==> src/rtl/misr_bist_ctrl_pkg.sv <==
// Shared types and default constants for the MISR BIST sequencer.
// The state enum and the default LFSR seed/taps live here so every file agrees on them.
package misr_bist_ctrl_pkg;

    typedef enum logic [2:0] {
        StIdle  = 3'd0,
        StClear = 3'd1,
        StRun   = 3'd2,
        StFlush = 3'd3,
        StCheck = 3'd4,
        StDone  = 3'd5
    } bist_state_e;

    localparam int unsigned DefWidth    = 4;
    localparam int unsigned DefCntW     = 8;
    localparam int unsigned DefFlushCyc = 2;

    // x^4 + x^3 + 1
    localparam logic [3:0] DefTaps = 4'b1100;
    localparam logic [3:0] DefSeed = 4'b1001;

endpackage

==> src/rtl/misr_bist_ctrl_lfsr.sv <==
// Fibonacci LFSR pattern source for the BIST sequencer.
// Shifts left, feeding the XOR of the tapped bits into bit 0; an all-zero seed is replaced by 1.
module misr_bist_ctrl_lfsr
    import misr_bist_ctrl_pkg::*;
#(
    parameter int unsigned      Width = DefWidth,
    parameter logic [Width-1:0] Taps  = Width'(DefTaps),
    parameter logic [Width-1:0] Seed  = Width'(DefSeed)
) (
    input  logic             clk_i,
    input  logic             rstn_i,
    input  logic             load_i,
    input  logic             adv_i,
    output logic [Width-1:0] state_o
);

    // Zero is the LFSR lock-up state, so it can never be used as a seed.
    localparam logic [Width-1:0] SeedFix = (Seed == '0) ? Width'(1) : Seed;

    logic [Width-1:0] state_q;
    logic [Width-1:0] state_d;

    always_comb begin
        state_d = state_q;
        if (load_i) begin
            state_d = SeedFix;
        end else if (adv_i) begin
            state_d = {state_q[Width-2:0], ^(state_q & Taps)};
        end
    end

    always_ff @(posedge clk_i or negedge rstn_i) begin
        if (!rstn_i) begin
            state_q <= SeedFix;
        end else begin
            state_q <= state_d;
        end
    end

    assign state_o = state_q;

endmodule

==> src/rtl/misr_bist_ctrl.sv <==
// BIST sequencer: clears the MISR, drives N LFSR patterns into the CUT, drains the MISR
// buffer stage and compares the final signature against a golden value.
module misr_bist_ctrl
    import misr_bist_ctrl_pkg::*;
#(
    parameter int unsigned      Width    = DefWidth,
    parameter int unsigned      CntW     = DefCntW,
    parameter logic [Width-1:0] Taps     = Width'(DefTaps),
    parameter logic [Width-1:0] Seed     = Width'(DefSeed),
    parameter int unsigned      FlushCyc = DefFlushCyc
) (
    input  logic             clk_i,
    input  logic             rstn_i,
    input  logic             start_i,
    input  logic [CntW-1:0]  num_patterns_i,
    input  logic [Width-1:0] golden_sig_i,
    input  logic [Width-1:0] misr_sig_i,
    output logic [Width-1:0] pattern_o,
    output logic             pattern_valid_o,
    output logic             misr_rstn_o,
    output logic             busy_o,
    output logic             done_o,
    output logic             pass_o
);

    localparam int unsigned       FlushW    = (FlushCyc > 2) ? $clog2(FlushCyc) : 1;
    localparam logic [FlushW-1:0] FlushLoad = FlushW'((FlushCyc > 0) ? FlushCyc - 1 : 0);

    bist_state_e       state_q;
    logic [CntW-1:0]   cnt_q;
    logic [FlushW-1:0] flush_q;
    logic [Width-1:0]  pattern_q;
    logic              pattern_valid_q;
    logic              misr_rstn_q;
    logic              busy_q;
    logic              done_q;
    logic              pass_q;

    logic [Width-1:0]  lfsr_state;
    logic              start_ok;
    logic              emit;

    // start is only honoured when no run is in progress.
    assign start_ok = start_i && ((state_q == StIdle) || (state_q == StDone));

    // One pattern leaves per cycle while patterns remain, starting on the CLEAR cycle's edge.
    assign emit = ((state_q == StClear) || (state_q == StRun)) && (cnt_q != '0);

    misr_bist_ctrl_lfsr #(
        .Width (Width),
        .Taps  (Taps),
        .Seed  (Seed)
    ) u_lfsr (
        .clk_i   (clk_i),
        .rstn_i  (rstn_i),
        .load_i  (start_ok),
        .adv_i   (emit),
        .state_o (lfsr_state)
    );

    always_ff @(posedge clk_i or negedge rstn_i) begin
        if (!rstn_i) begin
            state_q         <= StIdle;
            cnt_q           <= '0;
            flush_q         <= '0;
            pattern_q       <= '0;
            pattern_valid_q <= 1'b0;
            misr_rstn_q     <= 1'b0;
            busy_q          <= 1'b0;
            done_q          <= 1'b0;
            pass_q          <= 1'b0;
        end else begin
            // MISR clear is a single-cycle pulse; it releases on the first edge out of reset.
            misr_rstn_q <= 1'b1;
            unique case (state_q)
                StIdle, StDone: begin
                    if (start_ok) begin
                        state_q     <= StClear;
                        cnt_q       <= num_patterns_i;
                        misr_rstn_q <= 1'b0;
                        busy_q      <= 1'b1;
                        done_q      <= 1'b0;
                        pass_q      <= 1'b0;
                    end
                end
                StClear, StRun: begin
                    if (emit) begin
                        state_q         <= StRun;
                        pattern_q       <= lfsr_state;
                        pattern_valid_q <= 1'b1;
                        cnt_q           <= cnt_q - CntW'(1);
                    end else if (state_q == StClear) begin
                        state_q <= StCheck;
                    end else begin
                        pattern_q       <= '0;
                        pattern_valid_q <= 1'b0;
                        if (FlushCyc == 0) begin
                            state_q <= StCheck;
                        end else begin
                            state_q <= StFlush;
                            flush_q <= FlushLoad;
                        end
                    end
                end
                StFlush: begin
                    if (flush_q == '0) begin
                        state_q <= StCheck;
                    end else begin
                        flush_q <= flush_q - FlushW'(1);
                    end
                end
                StCheck: begin
                    state_q <= StDone;
                    pass_q  <= (misr_sig_i == golden_sig_i);
                    done_q  <= 1'b1;
                    busy_q  <= 1'b0;
                end
                default: begin
                    state_q <= StIdle;
                end
            endcase
        end
    end

    assign pattern_o       = pattern_q;
    assign pattern_valid_o = pattern_valid_q;
    assign misr_rstn_o     = misr_rstn_q;
    assign busy_o          = busy_q;
    assign done_o          = done_q;
    assign pass_o          = pass_q;

endmodule

==> config.mk <==
export PLATFORM = sky130hd
export DESIGN_NAME = misr_bist_ctrl
export DESIGN_NICKNAME = d
export VERILOG_FILES = /design/src/rtl/misr_bist_ctrl_pkg.sv /design/src/rtl/misr_bist_ctrl_lfsr.sv /design/src/rtl/misr_bist_ctrl.sv
export SDC_FILE = /design/constraint.sdc
export NUM_CORES = 1
export LEC_CHECK = 0
export ABC_AREA = 1
export ABC_CLOCK_PERIOD_IN_PS = 2050
export CORE_UTILIZATION = 51
export CTS_CLUSTER_SIZE = 20
export DETAILED_ROUTE_END_ITERATION = 8
export GPL_TIMING_DRIVEN = 0
export PLACE_DENSITY = 0.78
export SLEW_MARGIN = 20
export SYNTH_ARGS = -nofsm -noshare
export SYNTH_HDL_FRONTEND = slang
export SYNTH_HIERARCHICAL = 1
export SYNTH_SLANG_ARGS = --single-unit
==> constraint.sdc <==
create_clock -name clk_i -period 2.05 [get_ports clk_i]
set_input_delay 0.205 -clock clk_i [delete_from_list [all_inputs] [get_ports clk_i]]
set_output_delay 0.205 -clock clk_i [all_outputs]
set_load 0.005 [all_outputs]
==> flow_summary.ini <==
[run]
cap_violations = 0

[worst_hold_path]
min_path_type = in -> async

[synth]
synth-seq-cells = 25
synth_cell_types = 24
synth_nets = 218
netlist_instances = 197
synth_area_mm2 = 0.001479
syn_avg_cell_area_um2 = 7.507
yosysWarnings = 6
ys_seq_area_share_pct = 42.47

[power_and_ir_drop]
vdd_drop_max_v = 0.0009102
powerDensity_mw_per_mm2 = 1575
p_leak_nw = 0.9316

[timing]
tightest_slew_ps = 590.5
maxSlewHeadroom_pct = 60.64
hold_viol = 0
layout_setup_ws_ps = 447.8
rsz0062_at_grt = no
setup_tns_ps = 0
slew_viol_final = 0
skew_ps = 14.58
post-route-min-period_ps = 1602
finalSetupViolCount = 0
finalCritPeriodShare_pct = 78.15
fmax_ghz = 0.6242

[global_route]
grtUsageTotal_pct = 22.65
grt_max_degree = 26
gr-total-overflow = 0
grt_pass1_vias = 1423
grt_pass1_wl_mm = 5.609
antenna_found_initial = 0

[floorplanning]
initial_core_util_pct = 53.63
fp.dieH_um = 55.85
num_rows = 19
io_pins = 28
die_w_um = 55.85
die-area_mm2 = 0.003119
core_area_mm2 = 0.002758

[clocking]
numCtsBuffers = 3
root_buffer = clkbuf_4
cts_hold_buf = 1
cts.sinks = 25
cts_resized = 0
cts.reportedPaths.clkPinSlew_ps = 160
htree_levels = 1
post-cts-setup-buffers = 0
cts_buffer_depth = 2
cts_tree = yes
worst_skew_pair.late_latency_ps = 340

[critical_path]
cp_data_arrival_time_ps = 1840
crit_chain = inv_1 > ha_1 > nand3_1 > nor2_4 > nand2_2 > inv_2 > nor2_4 > buf_12 > nand2_2 > o21ai_2
cp.required_ps = 2290
crit_path_end_kind = flop
cp_max_fo = 10
cp-start-kind = flop
critPathMaxStageDelay_ps = 420
critical_path_class = reg -> reg
critPathSlowestCell = dfrtp_1

[outcome]
status = finished clean

[placed_design]
place_inst = 255
gp_congestion = 0.8391
post-dp-hpwl_mm = 2.384
pre_cts_slack_ps = 458.3
port_buffers = 27

[routing]
first_iter_violations = 55
drc = 0
viasPerCell = 5.258
wire_per_inst_um = 12.22
postRouteAntennaNets = 0
wl_mm = 3.176
vias = 1367
drtPass1Iterations = 4

[layout]
diodes = 0
fin_cells = 260
syn_to_final_growth_pct = 23.27
drive_gt1_share_pct = 15.28
fin_nets = 251
registers in the layout, summed over array words and instances (netlist names):
signal / cells
state_q: 3
flush_q: 1
pattern_o: 4
u_lfsr/state_o: 4
pattern_valid_o: 1
cnt_q: 8
pass_o: 1
misr_rstn_o: 1
done_o: 1
busy_o: 1
critical path: cells and delay by family (launching register included):
family          cells  cell delay, ps
buf+inv             3             350
simple gates        5             500
compound gates      1              40
fa+ha+maj           1             180
flops               1             420
through the flow:
stage                     total power, mW  hold WS (ps)  cell area, um^2  util, %
final                               2.872         374.0             1823    66.11
after global routing                3.180         409.4             1823    66.11
after floorplan                     2.167        -90.59             1479        -
after global placement              2.557         456.8             1788    64.84
after CTS                           2.902         385.4             1823    66.11
after detailed placement            2.652         234.9             1783    64.66
cell usage after synthesis:
cell type / count / area share, %
o21ai_1: 1 / 0.34
xnor2_1: 2 / 1.2
ha_1: 2 / 1.7
inv_2: 4 / 1.0
xor2_1: 2 / 1.2
nor2_4: 3 / 2.3
nand2_2: 8 / 3.4
a21oi_1: 3 / 1.0
nand3_1: 15 / 5.1
nand2_1: 75 / 19
nor2_1: 11 / 2.8
o21ai_2: 5 / 3.0
nand3_2: 3 / 2.0
o21a_1: 1 / 0.51
o21ai_4: 1 / 1.1
or2_2: 1 / 0.42
buf_4: 1 / 0.51
nor2_2: 1 / 0.42
o21ai_0: 9 / 3.0
inv_1: 21 / 5.3
buf_12: 1 / 1.4
nand4_1: 2 / 0.85
dfrtp_1: 23 / 39
dfstp_2: 2 / 3.6
path summary, 6_finish.rpt:
check | from | end | slack (ps) | cells past startpoint
worst max-delay path | cnt_q[0] | cnt_q[0] | 450 | 10
worst min-delay path | rstn_i | cnt_q[7] | 370 | 2
worst max register to register | cnt_q[0] | cnt_q[0] | 450 | 10
worst min register to register | pattern_o[3] | pattern_o[3] | 490 | 2
max in group asynchronous | rstn_i | u_lfsr/state_o[0] | 1280 | 2
min in group clk_i | num_patterns_i[5] | cnt_q[5] | 480 | 5
cell type report:
| type | count | area [um^2] |
|---|---|---|
| clock inverter | 1 | 7.507 |
| clock buffer | 3 | 22.52 |
| inverter | 25 | 93.84 |
| multi-input combinational | 145 | 729.5 |
| sequential | 25 | 628.1 |
| fill | 251 | 934.6 |
| timing repair buffer | 28 | 275.3 |
| buffer | 2 | 27.53 |
| tap | 31 | 38.79 |
placed cells by master, fill, tap and decap left out, types with 2 or more instances in the layout:
master,count
a21oi_1,3
clkbuf_4,3
clkdlybuf4s50_1,26
dfrtp_1,23
dfstp_2,2
ha_1,2
inv_1,21
inv_2,4
nand2_1,75
nand2_2,8
nand3_1,15
nand3_2,3
nand4_1,2
nor2_1,11
nor2_4,3
o21ai_0,9
o21ai_2,5
xnor2_1,2
xor2_1,2
kinds of logic (layout without fill, tap and decap cells):
kind of cell               after synthesis  after routing  share of synthesized area [%]
AOI/OAI and AO/OA                       20             20                          8.967
DFF                                     25             25                          42.47
and+or+nand+nor                        119            119                          36.29
buffers and inverters                   27             59                          8.207
xor gates and xnor gates                 4              4                          2.369
adders and majority gates                2              2                          1.692
power breakdown:
part / switching [mW] / internal [mW]
combinational: 1.02 / 0.691
clock: 0.168 / 0.0750
sequential: 0.185 / 0.733
per-layer routing:
metal	GRT usage [%]	vias up	share of wire [%]
li1	-	675	-
met1	23.97	662	41
met2	44.58	23	55
met3	3.023	7	2.6
met4	9.059	0	2.0
met5	0	-	0
No activity file was read; power rests on OpenSTA's default activity.
